`config.mk`:
```
export PLATFORM = sky130hd
export DESIGN_NAME = c3lib_mtie_strap_capture
export DESIGN_NICKNAME = d
export VERILOG_FILES = /design/src/rtl/c3lib_pkg.sv /design/src/rtl/c3lib_strap_settle_cnt.sv /design/src/rtl/c3lib_mtie_strap_capture.sv
export SDC_FILE = /design/constraint.sdc
export NUM_CORES = 1
export LEC_CHECK = 0
export CORE_ASPECT_RATIO = 1.75
export CORE_MARGIN = 2
export CORE_UTILIZATION = 46
export DETAILED_ROUTE_END_ITERATION = 10
export PLACE_DENSITY = 0.84
export SLEW_MARGIN = 20
export SYNTH_ARGS = -nofsm -noshare
export SYNTH_HDL_FRONTEND = slang
export SYNTH_SLANG_ARGS = --single-unit
export TNS_END_PERCENT = 100
```
`constraint.sdc`:
```
create_clock -name clk -period 1.8 [get_ports clk]
set_clock_uncertainty 0.05 [all_clocks]
set_input_delay 0.27 -clock clk [delete_from_list [all_inputs] [get_ports clk]]
set_output_delay 0.27 -clock clk [all_outputs]
set_load 0.005 [all_outputs]
```
`src/rtl/c3lib_pkg.sv`:
```
// c3lib_pkg: shared state encoding and counter-width helper for the c3lib strap reader.
package c3lib_pkg;

    typedef enum logic [1:0] {SETTLE, SAMPLE1, SAMPLE2, DONE} c3lib_strap_state_e;

    // A counter that reaches n-1 needs $clog2(n) bits, but never fewer than one.
    function automatic int cnt_w(input int n);
        return (n > 1) ? $clog2(n) : 1;
    endfunction

endpackage

```
`src/rtl/c3lib_strap_settle_cnt.sv`:
```
// c3lib_strap_settle_cnt: up-counter with clear, saturating at MAX-1 and flagging it on tc.
module c3lib_strap_settle_cnt
    import c3lib_pkg::*;
#(
    parameter int MAX = 4
) (
    input  logic clk,
    input  logic rst_n,
    input  logic clr,
    input  logic inc,
    output logic tc
);

    localparam int W = cnt_w(MAX);
    localparam logic [W-1:0] TC_VAL = W'(MAX - 1);

    logic [W-1:0] r_cnt;

    always_ff @(posedge clk or negedge rst_n) begin
        if (!rst_n)
            r_cnt <= '0;
        else if (clr)
            r_cnt <= '0;
        else if (inc && !tc)
            r_cnt <= r_cnt + 1'b1;
    end

    assign tc = (r_cnt == TC_VAL);

endmodule

```
`src/rtl/c3lib_mtie_strap_capture.sv`:
```
// c3lib_mtie_strap_capture: settles, double-samples and holds mtie strap values,
// with software override and an acknowledged recapture handshake.
module c3lib_mtie_strap_capture
    import c3lib_pkg::*;
#(
    parameter int               WIDTH         = 8,
    parameter int               SETTLE_CYCLES = 4,
    parameter int               MAX_RETRY     = 3,
    parameter logic [WIDTH-1:0] RESET_VAL     = '0
) (
    input  logic             clk,
    input  logic             rst_n,
    input  logic [WIDTH-1:0] strap_in,
    input  logic             recapture_req,
    input  logic             ovrd_en,
    input  logic [WIDTH-1:0] ovrd_val,
    output logic [WIDTH-1:0] strap_out,
    output logic             strap_valid,
    output logic             recapture_ack,
    output logic             strap_err
);

    c3lib_strap_state_e r_state, w_next;
    logic [WIDTH-1:0]   r_sample_a, r_cap_q;
    logic               r_pending;
    logic               w_settle_inc, w_settle_clr, w_settle_tc;
    logic               w_retry_inc, w_retry_clr, w_retry_tc;
    logic               w_sample, w_capture, w_force, w_req;

    c3lib_strap_settle_cnt #(.MAX(SETTLE_CYCLES)) u_settle_cnt (
        .clk  (clk),
        .rst_n(rst_n),
        .clr  (w_settle_clr),
        .inc  (w_settle_inc),
        .tc   (w_settle_tc)
    );

    c3lib_strap_settle_cnt #(.MAX(MAX_RETRY)) u_retry_cnt (
        .clk  (clk),
        .rst_n(rst_n),
        .clr  (w_retry_clr),
        .inc  (w_retry_inc),
        .tc   (w_retry_tc)
    );

    always_ff @(posedge clk or negedge rst_n) begin
        if (!rst_n)
            r_state <= SETTLE;
        else
            r_state <= w_next;
    end

    always_comb begin
        w_next       = r_state;
        w_settle_inc = 1'b0;
        w_settle_clr = 1'b0;
        w_retry_inc  = 1'b0;
        w_retry_clr  = 1'b0;
        w_sample     = 1'b0;
        w_capture    = 1'b0;
        w_force      = 1'b0;
        w_req        = 1'b0;
        case (r_state)
            SETTLE: begin
                w_settle_inc = 1'b1;
                w_settle_clr = w_settle_tc;
                w_next       = w_settle_tc ? SAMPLE1 : SETTLE;
            end
            SAMPLE1: begin
                w_sample = 1'b1;
                w_next   = SAMPLE2;
            end
            SAMPLE2: begin
                // A mismatch on the last allowed attempt still captures, but flags the error.
                w_force     = (strap_in != r_sample_a) && w_retry_tc;
                w_capture   = (strap_in == r_sample_a) || w_retry_tc;
                w_retry_clr = w_capture;
                w_retry_inc = !w_capture;
                w_next      = w_capture ? DONE : SETTLE;
            end
            DONE: begin
                w_req  = recapture_req;
                w_next = recapture_req ? SETTLE : DONE;
            end
            default: w_next = SETTLE;
        endcase
    end

    always_ff @(posedge clk or negedge rst_n) begin
        if (!rst_n) begin
            r_sample_a    <= '0;
            r_cap_q       <= RESET_VAL;
            r_pending     <= 1'b0;
            strap_out     <= RESET_VAL;
            strap_valid   <= 1'b0;
            recapture_ack <= 1'b0;
            strap_err     <= 1'b0;
        end else begin
            r_sample_a    <= w_sample ? strap_in : r_sample_a;
            r_cap_q       <= w_capture ? strap_in : r_cap_q;
            r_pending     <= w_req ? 1'b1 : (w_capture ? 1'b0 : r_pending);
            strap_out     <= ovrd_en ? ovrd_val : (w_capture ? strap_in : r_cap_q);
            strap_valid   <= strap_valid | w_capture;
            recapture_ack <= w_capture & r_pending;
            strap_err     <= strap_err | w_force;
        end
    end

endmodule
```
==> results.tsv, run 1 <==
metric	value	unit
status	finished with violations	
violated checks	negative setup slack	
Crit path max-delay family	simple AND/OR/NAND/NOR gates	
via count	1420	
DIE HEIGHT	82.9	um
Initial Util	48.2	%
hold violation count in the final report	0	
initial DRC count	56	
Worst path slowest cell	dfrtp_1	
CTS tree	built	
routed wire length	4.35	mm
Final Util	69.7	%
die span in x	49.1	um
first-pass GRT wire length	6.96	mm
I/O pin total	31	
Cell Chain, Critical Path	xor2_2 -> nor4_4 -> and2_4 -> o21a_4 -> mux2_4	
Rel. slew slack	60.7	%
Worst VDD drop	984	uV
clock tree sinks	34	
Buf+Inv Stages, Crit Path	0	
DRT Pass-1 Iters	4	
Power Density	1490	mW/mm2
Clk pin slew, worst setup/hold paths	70	ps
vias in the first global route	1520	
CP Launch Type	flop	
Synth Instances	165	
proportion of layout cells with a drive suffix above 1	25.5	%
FMAX	0.542	GHz
Overall Global Routing Usage	22.4	%
max cap viols	0	
Synth Cell Area	0.00164	mm2
Synth cell types	30	
sequential area share after synthesis	51.9	%
Port Buffers	30	
slowest stage delay, CP	410	ps
Core Area	0.00340	mm2
Clock Latency Late Sink	300	ps
Slew Limit Fails	0	
Pwr Total	0.00354	W
initial antenna violation count	0	
Yosys reg bits	34	
wire per inst	16.9	um
syn_nets	187	
fin worst setup slack	-45.2	ps
routed vias/inst	5.53	
Synth warnings	0	
ANT cells	0	
critical path class	flop to flop	
final period utilization	103	%
largest net degree at the start of global routing	35	
WP data required	1930	ps
pin slew with the least headroom to its limit	589	ps
GP Congestion	0.781	
worst-path maximum fanout	5	
crit path DAT	1970	ps
Static Leak	1.07	nW
final critical-path required period	1850	ps
detailed-route DRC error count	0	
Layout Area Growth over Synthesis	44.7	%
die area	0.00407	mm2
grt ovf	0	
final setup fails	8	
Final #Nets	233	
Final HPWL DP	2.75	mm
critical path endpoint category	flop	
antenna viol nets, final	0	
row cnt	28	
CTS root buf	clkbuf_8	
Hold Path Class	input pin to async pin	
Syn Area/Cell	9.93	um2
RSZ-0062 raised after global routing	true	
CTS H-Tree Depth	2	
cts bufs inserted	5	
Max clock buf depth	2	
-- metal layers --
layer	up-vias	wire length (um)	GRT usage [%]
met5	-	0	0
li1	662	-	-
met4	0	178	15.3
met3	16	185	6.83
met2	36	2500	38.6
met1	706	1490	22.2
-- synth_stat cells (all sizes together) --
master | instances | area (um2)
a211o | 1 | 8.76
a21o | 1 | 7.51
a21oi | 8 | 40.0
a311oi | 8 | 70.1
a31o | 1 | 8.76
a31oi | 1 | 6.26
and2 | 2 | 12.5
buf | 6 | 35.0
clkbuf | 4 | 15.0
dfrtp | 34 | 851
ha | 2 | 25.0
inv | 9 | 33.8
mux2 | 10 | 113
nand2 | 14 | 52.6
nand2b | 4 | 25.0
nor2 | 12 | 45.0
nor2b | 1 | 6.26
nor3 | 24 | 120
nor4 | 2 | 12.5
o21a | 1 | 15.0
o21ai | 9 | 45.0
o31ai | 1 | 7.51
or2 | 2 | 12.5
xor2 | 8 | 70.1
-- worst paths after layout --
| kind | end | slack, ps | depth (start not counted) | from |
|---|---|---|---|---|
| max | r_cap_q[1] | -50 | 5 | r_sample_a[3] |
| min | r_sample_a[6] | 330 | 2 | rst_n |
| max reg2reg | r_cap_q[1] | -50 | 5 | r_sample_a[3] |
| min reg2reg | strap_valid | 410 | 1 | strap_valid |
| max in group asynchronous | strap_out[0] | 1060 | 2 | rst_n |
| min in group clk | r_cap_q[3] | 380 | 3 | strap_in[3] |
-- layout make-up --
| class | instances | area [um2] |
|---|---|---|
| multi-input cells | 113 | 863 |
| clock buffers | 8 | 110 |
| well taps | 45 | 56.3 |
| repair buffers | 48 | 455 |
| inverters | 9 | 33.8 |
| flip-flops and latches | 34 | 851 |
| fillers | 254 | 1030 |
-- stage by stage --
step | instance area [um2] | hold slack (ps) | setup slack [ps] | instances | TNS, ps
floorplan | 1660 | -75.6 | -44.1 | 165 | -220
global placement | 2100 | 402 | -437 | 247 | -7480
detailed placement | 2100 | 401 | -480 | 247 | -8080
CTS | 2270 | 347 | 0.963 | 257 | 0
global route | 2370 | 371 | -67.4 | 257 | -456
finish | 2370 | 329 | -45.2 | 257 | -248
-- worst register-to-register path, cell delays in order, from the launching register on --
cell and delay, ps:
dfrtp_1 410, xor2_2 220, nor4_4 330, and2_4 220, o21a_4 180, mux2_4 310
-- state kept, by name, summed over array words and instances, names as in the netlist --
register / count
u_retry_cnt.r_cnt: 2
recapture_ack: 1
r_cap_q: 8
r_sample_a: 8
u_settle_cnt.r_cnt: 2
r_pending: 1
r_state: 2
strap_err: 1
strap_valid: 1
strap_out: 8
-- kinds of logic after synthesis --
logic type | count (synthesis) | share of synthesized area [%]
xor gates and xnor gates | 8 | 4.28
buffers and inverters | 19 | 5.12
muxes | 10 | 6.88
and+or+nand+nor | 61 | 17.5
AOI/OAI and AO/OA | 31 | 12.8
DFF | 34 | 51.9
adders and majority gates | 2 | 1.53
-- power by group --
part           switching [W]  total [W]  internal (W)
sequential          0.000247    0.00135       0.00111
combinational       0.000722    0.00152      0.000800
clock               0.000280   0.000666      0.000386
-- repair_timing --
| action | 4_1_cts | 5_1_grt |
|---|---|---|
| buffers inserted | 1 | 1 |
| hold endpoints to repair | 0 | 0 |
| resized for setup | 13 | 18 |
| cloned | 1 | 0 |
| pin swaps | 7 | 3 |
| endpoints found under the setup margin | 15 | 21 |
| hold buffers | 0 | 0 |
-- layout by cell type (no fill, tap or decap), drive strengths merged --
cell           netlist  final
ha                   2      2
o21ai                9      9
dlygate4sd2          0      4
a31oi                1      1
nand2               14     14
a21oi                8      8
dlymetal6s2s         0      2
clkdlybuf4s50        0     24
a211o                1      1
nor2                12     12
o31ai                1      1
and2                 2      2
dfrtp               34     34
or2                  2      2
nor4                 2      2
clkbuf               4      8
a21o                 1      1
xor2                 8      8
buf                  6     18
nor3                24     24
inv                  9      9
mux2                10     10
o21a                 1      2
nor2b                1      1
nand2b               4      4
a311oi               8      8
a31o                 1      1
Power figures use the tool's default switching activity.
==> inputs of run 2 (changes only) <==
CTS_CLUSTER_SIZE = 30   (was not set)
PLACE_DENSITY = 0.71   (was 0.84)
==> run 2 against run 1 <==
- the flow still finishes with violations (negative setup slack)
- die area did not move
- combinational power fell by 9.9%
- design area fell by 6.4%
- first-iteration DRC count fell by 34%
- critical path depth rose by 1
- worst hold slack improved by 17 ps
- utilization fell by 4.5 points
- total power fell by 8.9%
- critical path type unchanged
- largest power group unchanged
==> results.tsv, run 2 (synthesis gave the netlist of run 1 again) <==
metric	value	unit
status	finished with violations	
violated checks	negative setup slack	
DRT Pass-1 Iters	4	
Clock Latency Late Sink	280	ps
most common cell after layout, fill and taps aside	dfrtp_1	
pin slew with the least headroom to its limit	583	ps
ANT cells	0	
routed vias/inst	5.41	
Layout Area Growth over Synthesis	35.4	%
Cell Chain, Critical Path	xor2_1 -> nor4_1 -> buf_4 -> and2_4 -> o21a_4 -> mux2_4	
Hold Path Class	input pin to async pin	
first-pass GRT wire length	6.96	mm
row cnt	28	
CTS root buf	clkbuf_8	
routed wire length	3.96	mm
max cap viols	0	
detailed-route DRC error count	0	
Core Area	0.00340	mm2
CP Launch Type	flop	
Design Area, Final	0.00222	mm2
Logic pwr share	42.5	%
initial antenna violation count	0	
power share of the sequential group	41.7	%
slowest stage delay, CP	390	ps
Static Leak	1.01	nW
proportion of layout cells with a drive suffix above 1	19.0	%
switching pwr	0.00112	W
fin worst setup slack	-29.8	ps
Clock power frac	15.8	%
Worst path slowest cell	dfrtp_1	
sw frac	34.7	%
initial DRC count	37	
crit path launch	r_sample_a[6]	
crit path DAT	1940	ps
final period utilization	102	%
GP Congestion	0.880	
Area after DPL	0.00210	mm2
cts bufs inserted	5	
Final HPWL DP	2.95	mm
via count	1386	
Post-Layout Cell Count	256	
critical path endpoint category	flop	
Initial Util	48.2	%
CTS hold repair buffers	0	
critical path class	flop to flop	
final setup fails	5	
antenna viol nets, final	0	
Internal	0.00211	W
FMAX	0.546	GHz
Power Density	1450	mW/mm2
Clk pin slew, worst setup/hold paths	60	ps
final critical-path required period	1830	ps
WHS	346	ps
biggest registers after layout	r_cap_q x8, r_sample_a x8, strap_out x8	
Worst R2R Start	r_sample_a[6]	
largest net degree at the start of global routing	35	
worst-path maximum fanout	5	
die area	0.00407	mm2
CTS H-Tree Depth	2	
vias in the first global route	1476	
hold violation count in the final report	0	
I/O pin total	31	
post-placement cell count	248	
Max clock buf depth	2	
Final Util	65.3	%
DIE HEIGHT	82.9	um
CTS tree	built	
Overall Global Routing Usage	22.0	%
Final #Nets	233	
Slew Limit Fails	0	
die span in x	49.1	um
clock tree sinks	34	
most frequent cells in the layout	dfrtp_1, clkdlybuf4s50_1, nor3_1	
wire per inst	15.5	um
Rel. slew slack	61.1	%
grt ovf	0	
Port Buffers	30	
Worst VDD drop	977	uV
WP data required	1910	ps
RSZ-0062 raised after global routing	true	
==> run 2: changes by cell type in the layout (fill, tap and decap cells not counted), sizes merged <==
cell	delta
clkbuf	-1
dlygate4sd2	+1
dlymetal6s2s	-1
==> run 2: cell type report <==
type / instances / area [um2]
Multi-Input combinational cell: 113 / 769
Tap cell: 45 / 56.3
Timing Repair Buffer: 48 / 432
Clock buffer: 7 / 76.3
Sequential cell: 34 / 851
Fill cell: 295 / 1180
Inverter: 9 / 33.8
==> run 2: power by group through the flow <==
| stage | logic (W) | registers [W] | clock network (W) |
|---|---|---|---|
| after detailed placement | 0.00132 | 0.00135 | 0 |
| after global placement | 0.00125 | 0.00132 | 0 |
| after global routing | 0.00152 | 0.00139 | 0.000565 |
| after floorplan | 0.000810 | 0.00130 | 0 |
| final | 0.00137 | 0.00135 | 0.000511 |
| after CTS | 0.00138 | 0.00134 | 0.000529 |
==> run 2: path summary, 6_finish.rpt <==
check | to | slack, ps | cells after the start
max in group asynchronous | r_cap_q[0] | 1050 | 2
hold reg to reg | strap_valid | 420 | 1
setup / recovery | r_cap_q[0] | -30 | 6
hold / removal | r_sample_a[4] | 350 | 2
min in group clk | r_cap_q[3] | 400 | 3
setup reg to reg | r_cap_q[0] | -30 | 6
==> run 2: per-stage QoR <==
stage                     setup TNS, ps  setup WS, ps  total power (W)
after floorplan                    -220         -44.1          0.00211
after global placement            -7230          -428          0.00257
after detailed placement          -7460          -467          0.00266
after CTS                          -117         -31.1          0.00325
after global routing               -472         -82.6          0.00347
final                              -104         -29.8          0.00323
==> run 2: repair_timing <==
| action | 4_1_cts | 5_1_grt |
|---|---|---|
| setup endpoints to repair | 13 | 10 |
| cloned | 1 | 0 |
| pin swaps | 5 | 2 |
| setup buffers | 0 | 0 |
| resized for setup | 11 | 3 |
==> run 2: routing by layer <==
| layer | global-route usage, % | vias up | wire, um |
|---|---|---|---|
| met5 | 0 | - | 0 |
| met4 | 9.35 | 0 | 99 |
| met3 | 4.50 | 10 | 154 |
| met2 | 39.7 | 33 | 2250 |
| met1 | 24.3 | 678 | 1450 |
| li1 | - | 665 | - |
==> run 2: worst max-delay path, delay by kind of cell (launching register included) <==
kind / cells / cell delay, ps
DFF: 1 / 390
AOI/OAI and AO/OA: 1 / 190
and+or+nand+nor: 2 / 440
buffers and inverters: 1 / 160
xor gates and xnor gates: 1 / 160
muxes: 1 / 320
